--- src/rtl/mem_bus_pkg.sv ---
// Shared types and default widths for initiators on the synchronous memory port.
package mem_bus_pkg;

    localparam int unsigned MEM_ADDR_W = 16;
    localparam int unsigned MEM_DATA_W = 8;

    typedef enum logic [1:0] {
        IDLE  = 2'd0,
        READ  = 2'd1,
        WRITE = 2'd2
    } mover_state_t;

    typedef enum logic {
        COPY = 1'b0,
        FILL = 1'b1
    } mover_mode_t;

endpackage

--- src/rtl/mem_block_mover.sv ---
// Block copy/fill initiator on the single-port synchronous memory bus.
// Copy alternates READ/WRITE per byte; fill issues back-to-back WRITEs.
module mem_block_mover
    import mem_bus_pkg::*;
#(
    parameter int unsigned ADDR_W = MEM_ADDR_W,
    parameter int unsigned DATA_W = MEM_DATA_W
) (
    input  logic              clk,
    input  logic              rst_b,
    input  logic              start,
    input  logic              mode,
    input  logic [ADDR_W-1:0] src,
    input  logic [ADDR_W-1:0] dst,
    input  logic [ADDR_W-1:0] len,
    input  logic [DATA_W-1:0] fill_val,
    input  logic              abort,
    output logic              busy,
    output logic              done,
    output logic [ADDR_W-1:0] count,
    output logic [ADDR_W-1:0] mem_addr,
    output logic              mem_we,
    output logic [DATA_W-1:0] mem_wdata,
    input  logic [DATA_W-1:0] mem_rdata
);

    mover_state_t      state_q;
    mover_mode_t       mode_q;
    logic [ADDR_W-1:0] src_q;
    logic [ADDR_W-1:0] dst_q;
    logic [ADDR_W-1:0] rem_q;
    logic [ADDR_W-1:0] count_q;
    logic [DATA_W-1:0] fill_q;
    logic              busy_q;
    logic              done_q;

    always_ff @(posedge clk or negedge rst_b) begin
        if (!rst_b) begin
            state_q <= IDLE;
            mode_q  <= COPY;
            src_q   <= '0;
            dst_q   <= '0;
            rem_q   <= '0;
            count_q <= '0;
            fill_q  <= '0;
            busy_q  <= 1'b0;
            done_q  <= 1'b0;
        end else begin
            done_q <= 1'b0;
            unique case (state_q)
                IDLE: begin
                    if (start) begin
                        mode_q  <= mover_mode_t'(mode);
                        src_q   <= src;
                        dst_q   <= dst;
                        rem_q   <= len;
                        fill_q  <= fill_val;
                        count_q <= '0;
                        if (len == '0) begin
                            done_q <= 1'b1;
                        end else if (mover_mode_t'(mode) == FILL) begin
                            state_q <= WRITE;
                            busy_q  <= 1'b1;
                        end else begin
                            state_q <= READ;
                            busy_q  <= 1'b1;
                        end
                    end
                end
                READ: begin
                    if (abort) begin
                        state_q <= IDLE;
                        busy_q  <= 1'b0;
                    end else begin
                        state_q <= WRITE;
                    end
                end
                WRITE: begin
                    // Abort drops the bookkeeping for the write already on the bus.
                    if (abort) begin
                        state_q <= IDLE;
                        busy_q  <= 1'b0;
                    end else begin
                        src_q   <= src_q + ADDR_W'(1);
                        dst_q   <= dst_q + ADDR_W'(1);
                        count_q <= count_q + ADDR_W'(1);
                        rem_q   <= rem_q - ADDR_W'(1);
                        if (rem_q == ADDR_W'(1)) begin
                            state_q <= IDLE;
                            busy_q  <= 1'b0;
                            done_q  <= 1'b1;
                        end else if (mode_q == COPY) begin
                            state_q <= READ;
                        end
                    end
                end
                default: begin
                    state_q <= IDLE;
                    busy_q  <= 1'b0;
                end
            endcase
        end
    end

    // Copy data passes straight from the read port; the memory holds it until the next read.
    always_comb begin
        mem_addr  = '0;
        mem_we    = 1'b0;
        mem_wdata = '0;
        unique case (state_q)
            READ: begin
                mem_addr = src_q;
            end
            WRITE: begin
                mem_addr  = dst_q;
                mem_we    = 1'b1;
                mem_wdata = (mode_q == FILL) ? fill_q : mem_rdata;
            end
            default: begin
                mem_addr  = '0;
            end
        endcase
    end

    assign busy  = busy_q;
    assign done  = done_q;
    assign count = count_q;

endmodule

--- config.mk ---
export PLATFORM = sky130hd
export DESIGN_NAME = mem_block_mover
export DESIGN_NICKNAME = d
export VERILOG_FILES = /design/src/rtl/mem_bus_pkg.sv /design/src/rtl/mem_block_mover.sv
export SDC_FILE = /design/constraint.sdc
export NUM_CORES = 1
export LEC_CHECK = 0
export BUFFER_PORTS_ARGS = -buffer_cell sky130_fd_sc_hd__buf_4
export CAP_MARGIN = 20
export CORE_MARGIN = 2
export CORE_UTILIZATION = 49
export DETAILED_ROUTE_END_ITERATION = 6
export PLACE_DENSITY_LB_ADDON = 0.3
export RECOVER_POWER = 25
export SETUP_SLACK_MARGIN = 0.02
export SYNTH_ARGS = -nofsm -noshare
export SYNTH_HDL_FRONTEND = slang
export SYNTH_SLANG_ARGS = --single-unit
--- constraint.sdc ---
create_clock -name clk -period 2.2 [get_ports clk]
set_input_delay 0.22 -clock clk [delete_from_list [all_inputs] [get_ports clk]]
set_output_delay 0.22 -clock clk [all_outputs]
set_load 0.05 [all_outputs]
==> impl_summary.log <==
INFO  metric run_status = finished with violations
INFO  metric failed_checks = setup timing
INFO  metric max-slew-margin-rel = 26.7%
INFO  metric ys_ff_latch = 77
INFO  metric total_leakage_power = 0.00274 uW
INFO  metric avgSynthCellArea = 8.65 um2
INFO  metric drt_iter0_drc = 423
INFO  metric synthTopCellsByArea = sky130_fd_sc_hd__dfrtp_1 (41%), sky130_fd_sc_hd__a21oi_1 (6.3%), sky130_fd_sc_hd__nand2_1 (4.6%)
INFO  metric io_pins = 112
INFO  metric io_buffers = 111
INFO  metric die_span_x = 102 um
INFO  metric rows = 35
INFO  metric max-cap-violations = 0
INFO  metric viasPerCell = 5.95
INFO  metric regToRegStartpoint = rem_q[9]$_DFFE_PN0P_
INFO  metric critPathRequiredTime = 2.45 ns
INFO  metric antennaDiodeCount = 0
INFO  metric number_of_global_route_vias_before_repair = 4569
INFO  metric globalplace.congestion = 0.905
INFO  metric max-clock-path-buffers = 2
INFO  metric critPathMaxStageDelay = 0.54 ns
INFO  metric critical-path-top-delay-family = simple AND/OR/NAND/NOR gates
INFO  metric clk_transition_reported_paths = 0.08 ns
INFO  metric finalCritPeriodShare = 102%
INFO  metric finClkSkew = 0.00574 ns
INFO  metric max_slew.worst_pin.slew = 1.10 ns
INFO  metric hold_wc_path_type = input pin to flop
INFO  metric netlist-cell-type-count = 47
INFO  metric cp_cell_sequence = or4_4 -> or4_4 -> or3_4 -> o22a_1 -> o22a_1
INFO  metric path_max_fanout = 2
INFO  metric cts_num_sinks = 77
INFO  metric coreArea = 0.00928 mm2
INFO  metric critical_path_arrival = 2.50 ns
INFO  metric slew_limit_fails = 0
INFO  metric drt-pass1-iter-count = 7
INFO  metric yosys_most_used_dff = sky130_fd_sc_hd__dfrtp_1
INFO  metric rsz0062_at_grt = yes
INFO  metric worst_slack = -0.0503 ns
INFO  metric final_nets = 750
INFO  metric start_kind = flop
INFO  metric holdCritStartpoint = fill_val[2]
INFO  metric globalRoute.totalOverflow = 0
INFO  metric syn-cell-area = 0.00472 mm2
INFO  metric final_util = 69.0%
INFO  metric power.total = 9170 uW
INFO  metric yosys_warnings = 0
INFO  metric detailed_place_hpwl = 9230 um
INFO  metric synth_async_sr_flop_share = 100%
INFO  metric tritoncts = built
INFO  metric report.final.hold_viol_count = 0
INFO  metric synth-edff-count = 0
INFO  metric power-per-cell-area = 1430 mW/mm2
INFO  metric fin_tns_setup = -0.0503 ns
INFO  metric dpl_worst_slack = -0.0718 ns
INFO  metric initial_core_util = 50.9%
INFO  metric crit_type = flop to flop
INFO  metric drt-wirelength-per-cell = 16.9 um
INFO  metric worstSetupStartpoint = rem_q[9]$_DFFE_PN0P_
INFO  metric fmax = 444 MHz
INFO  metric route.detailed.drc = 0
INFO  metric synth_net_count = 624
INFO  metric synth.yosys.seq_area_share = 40.8%
INFO  metric insertion_delay = 0.35 ns
INFO  metric nFillCells = 754
INFO  metric wl = 13600 um
INFO  metric fp.dieH = 102 um
INFO  metric drive_above_1_share = 32.5%
INFO  metric grt_start_max_net_pins = 78
INFO  metric final_critical_delay_including_setup_and_external_delays = 2.25 ns
INFO  metric synth_top_cells_by_count = sky130_fd_sc_hd__dfrtp_1 (77), sky130_fd_sc_hd__a21oi_1 (59), sky130_fd_sc_hd__nand2_1 (58), sky130_fd_sc_hd__clkbuf_1 (33), sky130_fd_sc_hd__o21ai_0 (33)
INFO  metric full_die_area = 0.0104 mm2
INFO  metric routed-via-count = 4793
INFO  metric track_usage = 26.3%
INFO  metric critical_path_buf_inv_count = 0
INFO  metric crit_path_top_delay_cell = sky130_fd_sc_hd__or4_4
INFO  metric ctsHtreeMaxLevel = 3
INFO  metric clk_root_buf = sky130_fd_sc_hd__clkbuf_8
INFO  metric antenna_found_initial = 0
INFO  metric grt_pass1_wl = 21700 um
INFO  metric endpoint_class_of_the_critical_path = flop
INFO  metric synth_cells = 546
INFO  metric final_antenna_net_count = 0
INFO  metric max-vdd-ir-drop = 1050 uV
INFO  metric synthMostInstantiatedCell = sky130_fd_sc_hd__dfrtp_1
INFO  metric synth_top_area_share = 40.8%
INFO  metric synth_area_leader_cell = sky130_fd_sc_hd__dfrtp_1
INFO  metric cts_buffers = 9
INFO  metric layout-area-overhead-vs-synth = 35.7%
INFO  metric setup_viol = 1
==> stage by stage <==
step	area, um2	hold WS (ns)	std cells
global route	6410	0.0807	806
detailed placement	6040	0.279	781
CTS	6320	0.0843	801
finish	6410	0.0941	806
global placement	6040	0.282	781
floorplan	4910	-0.0756	546
==> metal layers <==
layer | up-vias | track usage (%) | routed length, um
li1 | 2267 | - | -
met1 | 2279 | 35.6 | 5900
met2 | 214 | 42.2 | 6450
met3 | 33 | 4.45 | 917
met4 | 0 | 10.9 | 341
met5 | - | 0 | 0
==> repair_timing <==
item,CTS,global route
buffers inserted,2,3
endpoints found under the hold margin,77,0
pin swaps,0,1
gates cloned,1,2
hold buffers,1,0
resized for setup,7,11
setup endpoints to repair,24,32
==> placed cells by master, fill, tap and decap left out, types with 7 or more instances in the layout <==
cell | synthesis | final
sky130_fd_sc_hd__nor2b_4 | 0 | 10
sky130_fd_sc_hd__mux2_2 | 11 | 11
sky130_fd_sc_hd__a2bb2oi_1 | 15 | 15
sky130_fd_sc_hd__a21oi_1 | 59 | 58
sky130_fd_sc_hd__o22ai_1 | 22 | 22
sky130_fd_sc_hd__nor4_1 | 9 | 7
sky130_fd_sc_hd__o21ai_0 | 33 | 32
sky130_fd_sc_hd__clkbuf_8 | 0 | 9
sky130_fd_sc_hd__o22a_1 | 7 | 7
sky130_fd_sc_hd__nor2_1 | 28 | 28
sky130_fd_sc_hd__dfrtp_1 | 77 | 77
sky130_fd_sc_hd__or3_1 | 8 | 7
sky130_fd_sc_hd__buf_4 | 0 | 140
sky130_fd_sc_hd__inv_1 | 14 | 11
sky130_fd_sc_hd__nor2b_2 | 0 | 9
sky130_fd_sc_hd__nand2_1 | 58 | 58
sky130_fd_sc_hd__a22oi_1 | 11 | 11
sky130_fd_sc_hd__mux2i_1 | 17 | 16
sky130_fd_sc_hd__nand4_1 | 11 | 11
sky130_fd_sc_hd__nand3_1 | 22 | 22
==> registers in the layout, indices dropped and copies added, names as in the netlist <==
signal,count
rem_q,16
busy,1
count,16
fill_q,8
dst_q,16
src_q,16
state_q,2
mode_q,1
done,1
==> final cells by class <==
class                   count  area [um2]  share of cell area (%)
well taps                 129         161                    2.52
repair buffers            150        1220                    19.0
clock buffers              10         128                    1.99
clock inverters             6        63.8                   0.996
flip-flops and latches     77        1930                    30.1
inverters                  14        52.6                   0.820
multi-input cells         420        2860                    44.6
==> final timing paths <==
kind	cells past startpoint	slack (ns)	endpoint
min in group asynchronous	3	0.72	rem_q[13]$_DFFE_PN0P_
worst max register to register	5	-0.05	rem_q[14]$_DFFE_PN0P_
worst min-delay path	2	0.09	fill_q[2]$_DFFE_PN0P_
max in group asynchronous	3	0.74	src_q[1]$_DFFE_PN0P_
worst max-delay path	5	-0.05	rem_q[14]$_DFFE_PN0P_
worst min register to register	1	0.51	fill_q[7]$_DFFE_PN0P_
==> power by group <==
part | leakage (uW) | total, uW | switching (uW) | internal (uW)
Combinational | 0.00173 | 5440 | 3020 | 2420
Sequential | 0.000920 | 2670 | 673 | 1990
Clock | 0.0000923 | 1070 | 546 | 523
Total | 0.00274 | 9170 | 4240 | 4940
==> cells by family after synthesis <==
kind of cell | count (synthesis) | synth area share [%]
AND/OR/NAND/NOR | 198 | 21.6
AO/OA/AOI/OAI | 173 | 23.0
flip-flops | 77 | 40.8
buffers and inverters | 50 | 3.97
multiplexers | 28 | 6.23
XOR/XNOR | 11 | 2.04
adder cells (fa/ha/maj) | 9 | 2.38
==> worst reg2reg max path, cell delays in order, from the launching register on <==
cell and delay [ns]:
sky130_fd_sc_hd__dfrtp_1 0.39, sky130_fd_sc_hd__or4_4 0.54, sky130_fd_sc_hd__or4_4 0.53, sky130_fd_sc_hd__or3_4 0.38, sky130_fd_sc_hd__o22a_1 0.17, sky130_fd_sc_hd__o22a_1 0.15
No activity file was read; power rests on OpenSTA's default activity.
